[src/rtl/color_pkg.sv]
// Shared types and constants for the round colour sequencer.
// Colour codes, slot indices and the round FSM states.
package color_pkg;

  localparam int COLOR_W    = 3;
  localparam int NUM_SLOTS  = 4;
  localparam int NUM_COLORS = 1 << COLOR_W;
  localparam int SLOT_W     = $clog2(NUM_SLOTS);

  localparam logic [COLOR_W-1:0] COLOR_BLACK = 3'b000;

  typedef logic [COLOR_W-1:0]    color_t;
  typedef logic [SLOT_W-1:0]     slot_t;
  typedef logic [NUM_COLORS-1:0] cmask_t;

  typedef enum logic [2:0] {
    IDLE,
    DRAW_BALL,
    DRAW_SLOT,
    DRAW_PLAT,
    PUBLISH
  } round_state_t;

endpackage

[src/rtl/color_fallback_pick.sv]
// Judges a candidate colour and finds the lowest legal fallback.
// Legal: not black, not the ball colour, not in the used mask.
module color_fallback_pick
  import color_pkg::*;
(
  input  logic [COLOR_W-1:0]    cand_i,
  input  logic [COLOR_W-1:0]    ball_i,
  input  logic [NUM_COLORS-1:0] used_i,
  output logic                  ok_o,
  output logic [COLOR_W-1:0]    fb_o
);

  assign ok_o = (cand_i != COLOR_BLACK)
             && (cand_i != ball_i)
             && !used_i[cand_i];

  // Scan downward so the lowest legal colour is the last one written.
  always_comb begin
    fb_o = COLOR_BLACK;
    for (int c = NUM_COLORS - 1; c > 0; c--) begin
      if ((color_t'(c) != ball_i) && !used_i[c]) begin
        fb_o = color_t'(c);
      end
    end
  end

endmodule

[src/rtl/color_round_ctrl.sv]
// Round colour sequencer: ball, ball slot, three platform colours.
// Optional COLOR_DISTINCT_EN keeps platform colours mutually distinct.
module color_round_ctrl
  import color_pkg::*;
#(
  parameter int unsigned MAX_RETRY = 7
) (
  input  logic                           clk,
  input  logic                           resetn,
  input  logic                           round_req,
  input  logic [7:0]                     rand_in,
  output logic                           rand_step,
  output logic [COLOR_W-1:0]             ball_color,
  output logic [NUM_SLOTS*COLOR_W-1:0]   plat_colors,
  output logic                           colors_valid,
  output logic                           busy,
  output logic                           round_ack
);

  localparam logic [3:0] RETRY_LIM = 4'(MAX_RETRY);
  localparam logic [1:0] LAST_PLAT = 2'(NUM_SLOTS - 2);

  typedef logic [NUM_SLOTS-1:0][COLOR_W-1:0] plats_t;

  round_state_t state_q, state_d;
  logic [3:0]   retry_q, retry_d;
  color_t       ball_sh_q, ball_sh_d;
  slot_t        slot_q, slot_d;
  plats_t       plat_sh_q, plat_sh_d;
  cmask_t       used_q, used_d;
  slot_t        idx_q, idx_d;
  logic [1:0]   cnt_q, cnt_d;
  color_t       ball_q, ball_d;
  plats_t       plat_q, plat_d;
  logic         valid_q, valid_d;

  logic   in_plat;
  color_t pick_cand;
  color_t pick_ball;
  cmask_t pick_used;
  logic   pick_ok;
  color_t pick_fb;
  logic   take;
  color_t take_col;
  slot_t  idx_inc;
  slot_t  idx_nxt;

  assign in_plat   = (state_q == DRAW_PLAT);
  assign pick_cand = in_plat ? rand_in[5:3] : rand_in[2:0];
  assign pick_ball = in_plat ? ball_sh_q : COLOR_BLACK;
  assign pick_used = in_plat ? used_q : '0;

  color_fallback_pick u_pick (
    .cand_i (pick_cand),
    .ball_i (pick_ball),
    .used_i (pick_used),
    .ok_o   (pick_ok),
    .fb_o   (pick_fb)
  );

  assign take     = pick_ok || (retry_q == RETRY_LIM);
  assign take_col = pick_ok ? pick_cand : pick_fb;
  assign idx_inc  = idx_q + slot_t'(1);
  assign idx_nxt  = (idx_inc == slot_q) ? idx_inc + slot_t'(1)
                                        : idx_inc;

  assign rand_step    = (state_q == DRAW_BALL)
                     || (state_q == DRAW_SLOT)
                     || (state_q == DRAW_PLAT);
  assign busy         = (state_q != IDLE);
  assign round_ack    = (state_q == PUBLISH);
  assign ball_color   = ball_q;
  assign plat_colors  = plat_q;
  assign colors_valid = valid_q;

  // Next-state logic: draws fill the shadow set, last accept publishes.
  always_comb begin
    state_d   = state_q;
    retry_d   = retry_q;
    ball_sh_d = ball_sh_q;
    slot_d    = slot_q;
    plat_sh_d = plat_sh_q;
    used_d    = used_q;
    idx_d     = idx_q;
    cnt_d     = cnt_q;
    ball_d    = ball_q;
    plat_d    = plat_q;
    valid_d   = valid_q;
    unique case (state_q)
      IDLE: begin
        if (round_req) begin
          state_d = DRAW_BALL;
          retry_d = '0;
          used_d  = '0;
        end
      end
      DRAW_BALL: begin
        if (take) begin
          ball_sh_d = take_col;
          retry_d   = '0;
          state_d   = DRAW_SLOT;
        end else begin
          retry_d = retry_q + 4'd1;
        end
      end
      DRAW_SLOT: begin
        slot_d            = rand_in[7:6];
        plat_sh_d[slot_d] = ball_sh_q;
        idx_d   = (rand_in[7:6] == '0) ? slot_t'(1) : '0;
        cnt_d   = '0;
        state_d = DRAW_PLAT;
      end
      DRAW_PLAT: begin
        if (take) begin
          plat_sh_d[idx_q] = take_col;
`ifdef COLOR_DISTINCT_EN
          used_d[take_col] = 1'b1;
`endif
          retry_d = '0;
          cnt_d   = cnt_q + 2'd1;
          idx_d   = idx_nxt;
          if (cnt_q == LAST_PLAT) begin
            ball_d  = ball_sh_q;
            plat_d  = plat_sh_d;
            valid_d = 1'b1;
            state_d = PUBLISH;
          end
        end else begin
          retry_d = retry_q + 4'd1;
        end
      end
      PUBLISH: state_d = IDLE;
      default: state_d = IDLE;
    endcase
  end

  // State, shadow and published registers; reset aborts any round.
  always_ff @(posedge clk or negedge resetn) begin
    if (!resetn) begin
      state_q   <= IDLE;
      retry_q   <= '0;
      ball_sh_q <= '0;
      slot_q    <= '0;
      plat_sh_q <= '0;
      used_q    <= '0;
      idx_q     <= '0;
      cnt_q     <= '0;
      ball_q    <= '0;
      plat_q    <= '0;
      valid_q   <= 1'b0;
    end else begin
      state_q   <= state_d;
      retry_q   <= retry_d;
      ball_sh_q <= ball_sh_d;
      slot_q    <= slot_d;
      plat_sh_q <= plat_sh_d;
      used_q    <= used_d;
      idx_q     <= idx_d;
      cnt_q     <= cnt_d;
      ball_q    <= ball_d;
      plat_q    <= plat_d;
      valid_q   <= valid_d;
    end
  end

endmodule

[config.mk]
export PLATFORM = sky130hd
export DESIGN_NAME = color_round_ctrl
export DESIGN_NICKNAME = d
export VERILOG_FILES = /design/src/rtl/color_pkg.sv /design/src/rtl/color_fallback_pick.sv /design/src/rtl/color_round_ctrl.sv
export SDC_FILE = /design/constraint.sdc
export NUM_CORES = 1
export LEC_CHECK = 0
export ABC_CLOCK_PERIOD_IN_PS = 2400
export CAP_MARGIN = 40
export CORE_MARGIN = 10
export CORE_UTILIZATION = 35
export CTS_CLUSTER_DIAMETER = 50
export DETAILED_ROUTE_END_ITERATION = 16
export MAX_ROUTING_LAYER = met4
export SLEW_MARGIN = 25
export SYNTH_ARGS = -nofsm -noshare
export SYNTH_HDL_FRONTEND = slang
export SYNTH_SLANG_ARGS = --single-unit
[constraint.sdc]
create_clock -name clk -period 2.4 [get_ports clk]
set_clock_uncertainty 0.1 [all_clocks]
set_input_delay 0.48 -clock clk [delete_from_list [all_inputs] [get_ports clk]]
set_output_delay 0.48 -clock clk [all_outputs]
set_load 0.05 [all_outputs]
==> report_table.html <==
<table>
<tr><th>Metric</th><th>Value</th></tr>
<tr><th colspan="2">Run status</th></tr>
<tr><td>Status</td><td>completed</td></tr>
<tr><th colspan="2">Placed design</th></tr>
<tr><td>Number of cells after detailed placement</td><td>398</td></tr>
<tr><td>Final weighted congestion in routability-driven placement</td><td>0.8583</td></tr>
<tr><td>I/O Buffers</td><td>29</td></tr>
<tr><td>Half-perimeter wire length after placement</td><td>4692 um</td></tr>
<tr><th colspan="2">Timing</th></tr>
<tr><td>Fin Hold WS</td><td>372.5 ps</td></tr>
<tr><td>Number of pins with negative max-slew slack in the final report</td><td>0</td></tr>
<tr><td>Final hold violation count</td><td>0</td></tr>
<tr><td>Sum of negative setup slack</td><td>0 ps</td></tr>
<tr><td>Number of setup violations in the final report</td><td>0</td></tr>
<tr><td>Slew headroom</td><td>65.37%</td></tr>
<tr><td>Tightest Pin Transition</td><td>516.4 ps</td></tr>
<tr><td>Fin crit period</td><td>2315 ps</td></tr>
<tr><td>Share of the cycle needed by the critical path after routing</td><td>96.47%</td></tr>
<tr><td>RSZ-0062 raised after global routing</td><td>false</td></tr>
<tr><td>Timing-limited maximum frequency</td><td>431.9 MHz</td></tr>
<tr><th colspan="2">Routing</th></tr>
<tr><td>Remaining DRCs</td><td>0</td></tr>
<tr><td>Average routed wire per standard cell</td><td>15.37 um</td></tr>
<tr><td>ANT nets after route</td><td>0</td></tr>
<tr><td>Number of search-and-repair iterations in the first detailed-routing pass</td><td>4</td></tr>
<tr><td>Total detailed-routing wirelength</td><td>6285 um</td></tr>
<tr><td>Violation count after the first detailed-routing iteration</td><td>102</td></tr>
<tr><td>Via count</td><td>2112</td></tr>
<tr><td>Vias per std cell</td><td>5.164</td></tr>
<tr><th colspan="2">Logic synthesis</th></tr>
<tr><td>Most instantiated flip-flop cell in the synthesis netlist</td><td>sky130_fd_sc_hd__dfrtp_1</td></tr>
<tr><td>Synthesized Nets</td><td>276</td></tr>
<tr><td>Synthesized area per cell</td><td>9.642 um^2</td></tr>
<tr><td>Count of cell types in the netlist</td><td>54</td></tr>
<tr><td>Cell count after synthesis</td><td>259</td></tr>
<tr><td>Number of enable flip-flop cells after synthesis</td><td>0</td></tr>
<tr><td>FF+latch count, synth</td><td>44</td></tr>
<tr><td>Number of warnings reported in the yosys synthesis log</td><td>0</td></tr>
<tr><td>Async SR Flop Fraction</td><td>100.0%</td></tr>
<tr><td>Fraction of the yosys area taken by sequential cells</td><td>44.09%</td></tr>
<tr><td>Summed instance area of the synthesized netlist</td><td>2497 um^2</td></tr>
<tr><th colspan="2">Finish</th></tr>
<tr><td>Final std cells w/o fill</td><td>409</td></tr>
<tr><td>Most common library cell in the layout ignoring fill and taps</td><td>sky130_fd_sc_hd__dfrtp_1</td></tr>
<tr><td>Filler instances</td><td>665</td></tr>
<tr><td>Net count reported at finish</td><td>329</td></tr>
<tr><td>Number of diodes</td><td>0</td></tr>
<tr><td>Area Growth Syn to Fin</td><td>31.21%</td></tr>
<tr><td>Combined area of the multi-input logic cells</td><td>1305 um^2</td></tr>
<tr><td>Storage element area</td><td>1101 um^2</td></tr>
<tr><td>Share of final-layout standard cells stronger than drive strength 1</td><td>20.77%</td></tr>
<tr><td>Leading cell types in the layout, fill and taps excluded</td><td>44 x sky130_fd_sc_hd__dfrtp_1, 36 x sky130_fd_sc_hd__buf_4, 23 x sky130_fd_sc_hd__clkdlybuf4s50_1</td></tr>
<tr><th colspan="2">Power</th></tr>
<tr><td>Total Power Consumption</td><td>4.724 mW</td></tr>
<tr><td>Peak supply drop</td><td>0.6486 mV</td></tr>
<tr><td>Reported leakage power</td><td>1.476 nW</td></tr>
<tr><td>Power Dens Cells</td><td>1442 nW/um^2</td></tr>
<tr><th colspan="2">Floorplanning</th></tr>
<tr><td>Standard-cell rows</td><td>30</td></tr>
<tr><td>Floorplan core area</td><td>6869 um^2</td></tr>
<tr><td>Die extent in y</td><td>104.5 um</td></tr>
<tr><td>Die X</td><td>104.5 um</td></tr>
<tr><td>Initial Util</td><td>36.36%</td></tr>
<tr><td>Total I/O pin count</td><td>30</td></tr>
<tr><td>Die Area</td><td>10910 um^2</td></tr>
<tr><th colspan="2">Clocking</th></tr>
<tr><td>CTS Buffer Depth</td><td>2</td></tr>
<tr><td>Clock-pin slew on the worst setup and hold paths</td><td>90 ps</td></tr>
<tr><td>Clock insertion delay at the later pin of the skew report</td><td>300 ps</td></tr>
<tr><td>CTS H-tree depth</td><td>2</td></tr>
<tr><td>Sink Count</td><td>44</td></tr>
<tr><td>CTS tree</td><td>done</td></tr>
<tr><td>Clock root buffer</td><td>sky130_fd_sc_hd__clkbuf_8</td></tr>
<tr><td>Number of clock buffers inserted by TritonCTS</td><td>5</td></tr>
<tr><th colspan="2">Critical path</th></tr>
<tr><td>Start-to-end type of the worst setup path</td><td>input port to flop</td></tr>
<tr><td>Kind of launch point of the worst setup path</td><td>input port</td></tr>
<tr><td>CP Capture Type</td><td>flop</td></tr>
<tr><td>Endpoint required time on the critical path</td><td>2490 ps</td></tr>
<tr><td>Crit path arrival time</td><td>2400 ps</td></tr>
<tr><td>Top fanout value on the critical path</td><td>6</td></tr>
<tr><td>Flop2flop setup slack</td><td>130 ps</td></tr>
<tr><th colspan="2">GRT</th></tr>
<tr><td>Antenna violations before repair</td><td>0</td></tr>
<tr><td>Remaining Overflow, GRT</td><td>0</td></tr>
<tr><td>Pin count of the biggest net entering global routing</td><td>34</td></tr>
<tr><td>Vias in the first global route</td><td>2116</td></tr>
<tr><td>First-pass GRT wire length</td><td>10630 um</td></tr>
<tr><td>GRT Total Usage</td><td>12.05%</td></tr>
<tr><th colspan="2">Run</th></tr>
<tr><td>Number of maximum-capacitance violations</td><td>0</td></tr>
<tr><th colspan="2">Worst hold path</th></tr>
<tr><td>Path class of the lowest-slack min-delay path</td><td>flop to flop</td></tr>
</table>
flip-flops by register name (all words and copies together) (netlist names):
register,count
plat_colors,12
state_q,3
cnt_q,2
colors_valid,1
plat_sh_q,12
idx_q,2
ball_sh_q,3
slot_q,2
retry_q,4
ball_color,3
cell families after synthesis:
group	share of synthesized area (%)
buffers and inverters	5.211
adders and majority gates	3.006
and+or+nand+nor	15.78
DFF	44.09
xor gates and xnor gates	1.403
muxes	9.920
AOI/OAI and AO/OA	20.59
cells in the mapped netlist (2+ instances only):
cell	number	area share [%]
sky130_fd_sc_hd__dfrtp_1	44	44
sky130_fd_sc_hd__nand2_1	20	3.0
sky130_fd_sc_hd__nor2_1	20	3.0
sky130_fd_sc_hd__o21ai_0	16	3.2
sky130_fd_sc_hd__clkbuf_1	13	2.0
sky130_fd_sc_hd__inv_1	13	2.0
sky130_fd_sc_hd__mux2i_1	9	3.6
sky130_fd_sc_hd__mux2_2	8	3.6
sky130_fd_sc_hd__nor3_1	7	1.4
sky130_fd_sc_hd__a21oi_1	6	1.2
sky130_fd_sc_hd__ha_1	6	3.0
sky130_fd_sc_hd__mux2_1	6	2.7
sky130_fd_sc_hd__a211oi_1	5	1.5
sky130_fd_sc_hd__a21o_1	5	1.5
sky130_fd_sc_hd__nand2b_1	5	1.3
sky130_fd_sc_hd__o31ai_1	5	1.5
sky130_fd_sc_hd__a31oi_1	4	1.0
sky130_fd_sc_hd__buf_2	4	0.80
sky130_fd_sc_hd__nand3_1	4	0.80
sky130_fd_sc_hd__nor4_1	4	1.0
sky130_fd_sc_hd__o22ai_1	4	1.0
sky130_fd_sc_hd__xnor2_1	4	1.4
sky130_fd_sc_hd__and3_1	3	0.75
sky130_fd_sc_hd__nand3b_1	3	0.90
sky130_fd_sc_hd__nor2b_1	3	0.75
sky130_fd_sc_hd__o21bai_1	3	0.90
sky130_fd_sc_hd__or3_1	3	0.75
sky130_fd_sc_hd__a2bb2oi_1	2	0.70
sky130_fd_sc_hd__a311oi_1	2	0.70
sky130_fd_sc_hd__and2_1	2	0.50
sky130_fd_sc_hd__nor3b_1	2	0.60
sky130_fd_sc_hd__o22a_1	2	0.70
through the flow:
stage | worst slack, ps | utilization, % | area (um^2)
6_report | 84.66 | 47.70 | 3277
5_1_grt | 4.024 | 47.70 | 3277
4_1_cts | 74.59 | 47.10 | 3236
3_5_place_dp | -567.5 | 44.75 | 3074
3_3_place_gp | -510.5 | 44.75 | 3074
2_1_floorplan | 119.4 | - | 2497
layer usage:
metal / routed length, um / global-route usage, %
met3: 314 / 2.912
met1: 3038 / 15.53
met2: 2846 / 18.04
met5: 0 / -
met4: 86 / 3.976
worst paths after layout:
path,cells past startpoint,to,start
max,6,plat_sh_q[6]$_DFFE_PN0P_,rand_in[3]
min reg2reg,1,colors_valid$_DFFE_PN0P_,colors_valid$_DFFE_PN0P_
min,1,colors_valid$_DFFE_PN0P_,colors_valid$_DFFE_PN0P_
max reg2reg,7,retry_q[3]$_DFFE_PN0P_,ball_sh_q[2]$_DFFE_PN0P_
max in group asynchronous,4,plat_colors[3]$_DFFE_PN0P_,resetn
min in group asynchronous,2,plat_sh_q[1]$_DFFE_PN0P_,resetn
worst max-delay path, cell delays in order:
cell and delay [ps]:
sky130_fd_sc_hd__clkdlybuf4s50_1 470, sky130_fd_sc_hd__o2111a_1 340, sky130_fd_sc_hd__or3_4 400, sky130_fd_sc_hd__a21oi_1 190
sky130_fd_sc_hd__o21ai_0 190, sky130_fd_sc_hd__mux2_1 330
final cells by class:
class | instances | share of cell area [%]
Tap cell | 96 | 3.666
Multi-Input combinational cell | 183 | 39.82
Clock inverter | 2 | 1.184
Timing Repair Buffer | 65 | 17.72
Clock buffer | 6 | 2.520
Inverter | 13 | 1.489
Sequential cell | 44 | 33.60
power breakdown:
part	switching, mW	leakage [nW]	internal [mW]
sequential	0.189	0.549	1.06
clock	0.262	0.0614	0.341
combinational	1.65	0.866	1.22
what timing repair did:
action	4_1_cts	5_1_grt
endpoints found under the hold margin	0	8
setup buffers	1	0
pin swaps	3	1
setup endpoints to repair	34	6
resized for setup	8	3
hold buffers	0	1
No activity file was read; power rests on OpenSTA's default activity.
